<file path="config.mk">
export PLATFORM = sky130hd
export DESIGN_NAME = mul_sequencer_flat
export DESIGN_NICKNAME = d
export VERILOG_FILES = /design/src/rtl/cpu_pkg.sv /design/src/rtl/mul_sequencer_if.sv /design/src/rtl/mul_shift_add_step.sv /design/src/rtl/mul_sequencer.sv /design/src/flat_wrapper.sv
export SDC_FILE = /design/constraint.sdc
export NUM_CORES = 1
export LEC_CHECK = 0
export ABC_AREA = 1
export CORE_AREA = 2 2 128 130
export DETAILED_ROUTE_END_ITERATION = 10
export DIE_AREA = 0 0 130 132
export PLACE_DENSITY = 0.75
export SKIP_LAST_GASP = 1
export SYNTH_ARGS = -nofsm -noshare
export SYNTH_HDL_FRONTEND = slang
export SYNTH_SLANG_ARGS = --single-unit
</file>
<file path="constraint.sdc">
create_clock -name clk_i -period 2.3 [get_ports clk_i]
set_clock_uncertainty 0.15 [all_clocks]
set_input_delay 0.575 -clock clk_i [delete_from_list [all_inputs] [get_ports clk_i]]
set_output_delay 0.575 -clock clk_i [all_outputs]
set_load 0.005 [all_outputs]
</file>
<file path="src/rtl/cpu_pkg.sv">
// cpu_pkg: shared ALU control codes, multiply FSM states and default datapath width.
package cpu_pkg;
  localparam int WIDTH_DEF = 32;
  localparam logic [3:0] ALU_AND = 4'd0;
  localparam logic [3:0] ALU_OR  = 4'd1;
  localparam logic [3:0] ALU_ADD = 4'd2;
  localparam logic [3:0] ALU_MUL = 4'd3;
  localparam logic [3:0] ALU_BEQ = 4'd4;
  localparam logic [3:0] ALU_SLT = 4'd5;
  localparam logic [3:0] ALU_SUB = 4'd6;
  typedef enum logic [1:0] {IDLE, BUSY, DONE} mul_state_e;
endpackage

</file>
<file path="src/rtl/mul_sequencer_if.sv">
// mul_sequencer_if: EX-stage request side and stall/result side of the multiply sequencer.
interface mul_sequencer_if #(parameter int WIDTH = cpu_pkg::WIDTH_DEF);
  logic [3:0] alu_ctrl_i;
  logic ex_valid_i;
  logic flush_i;
  logic [WIDTH-1:0] src1_i;
  logic [WIDTH-1:0] src2_i;
  logic stall_o;
  logic busy_o;
  logic [WIDTH-1:0] result_o;
  logic result_valid_o;
  modport master (output alu_ctrl_i, ex_valid_i, flush_i, src1_i, src2_i,
                  input stall_o, busy_o, result_o, result_valid_o);
  modport slave (input alu_ctrl_i, ex_valid_i, flush_i, src1_i, src2_i,
                 output stall_o, busy_o, result_o, result_valid_o);
endinterface

</file>
<file path="src/rtl/mul_shift_add_step.sv">
// mul_shift_add_step: one combinational shift-add iteration of the multiplier.
module mul_shift_add_step #(parameter int WIDTH = 32) (
  input  logic [WIDTH-1:0] acc,
  input  logic [WIDTH-1:0] mcand,
  input  logic [WIDTH-1:0] mplier,
  output logic [WIDTH-1:0] acc_nx,
  output logic [WIDTH-1:0] mcand_nx,
  output logic [WIDTH-1:0] mplier_nx
);
  always_comb begin
    acc_nx = mplier[0] ? acc + mcand : acc;
    mcand_nx = mcand << 1;
    mplier_nx = mplier >> 1;
  end
endmodule

</file>
<file path="src/rtl/mul_sequencer.sv">
// mul_sequencer: multi-cycle shift-add multiply controller for the EX stage.
// Define MUL_EARLY_OUT_EN to finish as soon as the remaining multiplier bits are zero.
module mul_sequencer import cpu_pkg::*; #(
  parameter int WIDTH = WIDTH_DEF,
  parameter int CNT_W = 6
) (
  input logic clk_i,
  input logic rst_i,
  mul_sequencer_if.slave bus
);
  mul_state_e state, state_nx, first_st;
  logic [CNT_W-1:0] cnt;
  logic [WIDTH-1:0] acc, mcand, mplier, res_q, acc_nx, mcand_nx, mplier_nx;
  logic start, last;
  mul_shift_add_step #(.WIDTH(WIDTH)) u_step (
    .acc(acc), .mcand(mcand), .mplier(mplier),
    .acc_nx(acc_nx), .mcand_nx(mcand_nx), .mplier_nx(mplier_nx)
  );
  assign start = state == IDLE && bus.ex_valid_i && bus.alu_ctrl_i == ALU_MUL && !bus.flush_i;
`ifdef MUL_EARLY_OUT_EN
  assign last = cnt == CNT_W'(WIDTH - 1) || mplier_nx == '0;
  assign first_st = bus.src2_i == '0 ? DONE : BUSY;
`else
  assign last = cnt == CNT_W'(WIDTH - 1);
  assign first_st = BUSY;
`endif
  always_ff @(posedge clk_i or negedge rst_i)
    if (!rst_i) state <= IDLE;
    else state <= state_nx;
  always_comb begin
    state_nx = state == IDLE ? (start ? first_st : IDLE) :
               state == BUSY ? (bus.flush_i ? IDLE : last ? DONE : BUSY) : IDLE;
    // stall must stay low while reset holds even if a MUL is sitting in EX
    bus.stall_o = rst_i && (start || (state == BUSY && !bus.flush_i));
    bus.busy_o = state != IDLE;
    bus.result_valid_o = state == DONE && !bus.flush_i;
    bus.result_o = state == DONE ? acc : res_q;
  end
  always_ff @(posedge clk_i or negedge rst_i)
    if (!rst_i) begin
      acc <= '0;
      mcand <= '0;
      mplier <= '0;
      cnt <= '0;
      res_q <= '0;
    end else begin
      if (start) begin
        acc <= '0;
        mcand <= bus.src1_i;
        mplier <= bus.src2_i;
        cnt <= '0;
      end else if (state == BUSY) begin
        acc <= acc_nx;
        mcand <= mcand_nx;
        mplier <= mplier_nx;
        cnt <= cnt + 1'b1;
      end
      if (state == DONE) res_q <= acc;
    end
endmodule

</file>
<file path="src/flat_wrapper.sv">
// flat-port wrapper written by rule: the top's interface ports become plain ports
module mul_sequencer_flat import cpu_pkg::*;
#(
  parameter int WIDTH = WIDTH_DEF,
  parameter int CNT_W = 6
)
  (clk_i, rst_i, bus_alu_ctrl_i, bus_ex_valid_i, bus_flush_i, bus_src1_i, bus_src2_i, bus_stall_o, bus_busy_o, bus_result_o, bus_result_valid_o);
  mul_sequencer_if #(.WIDTH(WIDTH)) bus_i ();
  input logic clk_i;
  input logic rst_i;
  input wire logic [$bits(bus_i.alu_ctrl_i)-1:0] bus_alu_ctrl_i;
  input wire logic [$bits(bus_i.ex_valid_i)-1:0] bus_ex_valid_i;
  input wire logic [$bits(bus_i.flush_i)-1:0] bus_flush_i;
  input wire logic [$bits(bus_i.src1_i)-1:0] bus_src1_i;
  input wire logic [$bits(bus_i.src2_i)-1:0] bus_src2_i;
  output wire logic [$bits(bus_i.stall_o)-1:0] bus_stall_o;
  output wire logic [$bits(bus_i.busy_o)-1:0] bus_busy_o;
  output wire logic [$bits(bus_i.result_o)-1:0] bus_result_o;
  output wire logic [$bits(bus_i.result_valid_o)-1:0] bus_result_valid_o;
  assign bus_i.alu_ctrl_i = bus_alu_ctrl_i;
  assign bus_i.ex_valid_i = bus_ex_valid_i;
  assign bus_i.flush_i = bus_flush_i;
  assign bus_i.src1_i = bus_src1_i;
  assign bus_i.src2_i = bus_src2_i;
  assign bus_stall_o = bus_i.stall_o;
  assign bus_busy_o = bus_i.busy_o;
  assign bus_result_o = bus_i.result_o;
  assign bus_result_valid_o = bus_i.result_valid_o;
  mul_sequencer #(.WIDTH(WIDTH), .CNT_W(CNT_W)) u_core (.clk_i(clk_i), .rst_i(rst_i), .bus(bus_i));
endmodule
</file>
==> results.json <==
{
  "cellLeakagePower_uw": 0.00565,
  "first_global_vias": 7551,
  "cts_root_buffer": "clkbuf_16",
  "slew_violations": 0,
  "via_per_inst": 5.16,
  "setup_tns_ns": -3.96,
  "ctsHoldBuffers": 0,
  "ys_types": 35,
  "wl_per_cell_um": 14.9,
  "ant_nets": 0,
  "ys_seq_area_share_pct": 42.2,
  "synth_edf_count": 0,
  "fin_crit_ns": 2.47,
  "antenna_found_initial": 0,
  "synth_top_cell_by_area": "dfrtp_1",
  "drc_errors": 0,
  "period_share_pct": 107,
  "finalHoldWorstSlack_ns": 0.135,
  "synth_nets": 1210,
  "die-width_um": 130,
  "violations": "setup timing",
  "fin_nets": 1352,
  "min_path_type": "input pin to asynchronous set/reset pin",
  "netlist_instances": 1105,
  "port_buffers": 106,
  "synth.area.top_cells": "dfrtp_1, nand2_1, inv_1",
  "num_rows": 46,
  "cts_tree": "yes",
  "start_kind": "flip-flop",
  "rr_endpoint": "u_core.res_q[11]",
  "ff_latch_area_um2": 3400,
  "clock_latency_ns": 0.43,
  "coreArea_um2": 15700,
  "die_area_um2": 17200,
  "synth-main-ff-cell": "dfrtp_1",
  "gp_congestion": 0.947,
  "num-fill-cells": 1381,
  "critPathArrivalTime_ns": 1.75,
  "grt_max_degree": 137,
  "rsz0062_at_grt": "yes",
  "cts_sinks": 136,
  "syn_area_um2": 8070,
  "io_pins": 107,
  "cap_violations": 0,
  "antennaDiodeCount": 0,
  "grt_overflow": 0,
  "grt_usage_pct": 26.5,
  "vias": 7614,
  "grt_pass1_wl_mm": 36.0,
  "wirelength_mm": 22.0,
  "htree_levels": 4,
  "avgSynthCellArea_um2": 7.31,
  "synth-seq-cells": 136,
  "timing.fmax_mhz": 405,
  "first_pass_iters": 5,
  "fin_ws_ns": -0.171,
  "worst-setup-path-type": "flip-flop to output pin",
  "power_uw": 11300,
  "multi_input_area_um2": 3980,
  "cp-end-kind": "output pin",
  "reg2reg_slack_ns": 0.06,
  "power_density_nw_per_um2": 1070,
  "hold_violations": 0,
  "fin_area_um2": 10500,
  "start_util_pct": 51.4,
  "ir_drop_uv": 676,
  "slew_headroom_pct": 51.0,
  "stdcell_count": 1476,
  "r2r_start": "u_core.state[0]",
  "final_cell_mix": "nand2_1, inv_1, dfrtp_1, clkdlybuf4s50_1, nand3_1",
  "final_common_cell": "nand2_1",
  "ys_warn_count": 0,
  "cp-startpoint": "u_core.state[0]",
  "synth_top_area_share_pct": 42.2,
  "worstRegToRegCells": 14,
  "setup_viol": 33,
  "status": "finished, violations left",
  "synthArstFlopShare_pct": 100,
  "worstPathMaxFanout": 6,
  "clock_path_buffers": 2,
  "placed_area_um2": 9450,
  "hpwl_mm": 14.7,
  "critical_path_required_ns": 1.57,
  "tightest_slew_ns": 0.735,
  "clk_pin_slew_ns": 0.06,
  "drive_gt1_share_pct": 15.7,
  "die_y_um": 132,
  "cts_buffers": 17,
  "initialDrtViolationCount": 551,
  "dp_cells": 1413,
  "syn_to_final_growth_pct": 30.4
}
## registers in the layout, indices dropped and copies added, names as in the netlist
name	count
u_core.state	2
u_core.res_q	32
u_core.mplier	32
u_core.mcand	32
u_core.cnt	6
u_core.acc	32
## power by group
group | total, uW | internal (uW) | switching [uW]
Sequential | 3540 | 3080 | 465
Combinational | 5240 | 1870 | 3380
Clock | 2480 | 1380 | 1100
## cells in the mapped netlist (all sizes together), types with 6 or more instances
| library cell | count |
|---|---|
| a21oi | 32 |
| buf | 26 |
| clkbuf | 7 |
| dfrtp | 136 |
| ha | 32 |
| inv | 209 |
| mux2 | 15 |
| nand2 | 385 |
| nand3 | 68 |
| nand4 | 6 |
| nor2 | 47 |
| nor3 | 8 |
| o21ai | 81 |
| o221ai | 31 |
## metal layers
layer | up-vias | wire (um) | GRT usage [%]
met5 | - | 0 | 0
met4 | 0 | 299 | 7.65
met3 | 25 | 1320 | 6.41
met2 | 219 | 10500 | 42.6
met1 | 3595 | 9860 | 35.5
li1 | 3775 | - | -
## through the flow
stage	utilization (%)	worst slack, ns
floorplan	-	0.224
global placement	60.1	-0.500
detailed placement	60.1	-0.501
CTS	66.0	-0.189
global route	67.0	-0.217
finish	67.0	-0.171
## worst max path at each step
stage	cells after the start	endpoint	slack (ns)
floorplan	7	bus_stall_o	0.22
global placement	7	bus_stall_o	-0.50
detailed placement	7	bus_stall_o	-0.50
CTS	6	bus_result_o[30]	-0.19
global route	6	bus_result_o[26]	-0.22
finish	6	bus_result_o[26]	-0.17
## final cells by class
class | count | share of cell area, %
repair buffers | 156 | 14.8
multi-input cells | 727 | 37.8
flip-flops and latches | 136 | 32.3
clock inverters | 13 | 0.939
clock buffers | 19 | 4.11
well taps | 216 | 2.57
inverters | 209 | 7.45
## worst max-delay path, stage by stage, from the launching register on
cell,delay (ns)
dfrtp_1,0.40
inv_2,0.11
nand2_8,0.09
buf_12,0.15
buf_12,0.13
mux2_4,0.31
buf_6,0.12
## cells by family (layout without fill, tap and decap cells)
| kind of cell | Yosys count | in the layout | share of synthesized area [%] |
|---|---|---|---|
| muxes | 19 | 19 | 2.59 |
| AOI/OAI and AO/OA | 155 | 155 | 11.4 |
| adders and majority gates | 33 | 33 | 5.21 |
| and+or+nand+nor | 516 | 516 | 26.3 |
| buffers and inverters | 242 | 397 | 11.9 |
| DFF | 136 | 136 | 42.2 |
| xor gates and xnor gates | 4 | 4 | 0.434 |
## timing repair
action / CTS / global route
gates resized for setup: 187 / 51
pin swaps: 1 / 3
setup endpoints to repair: 34 / 42
setup buffers: 23 / 5
gates cloned: 4 / 1
No activity file was read; power rests on OpenSTA's default activity.
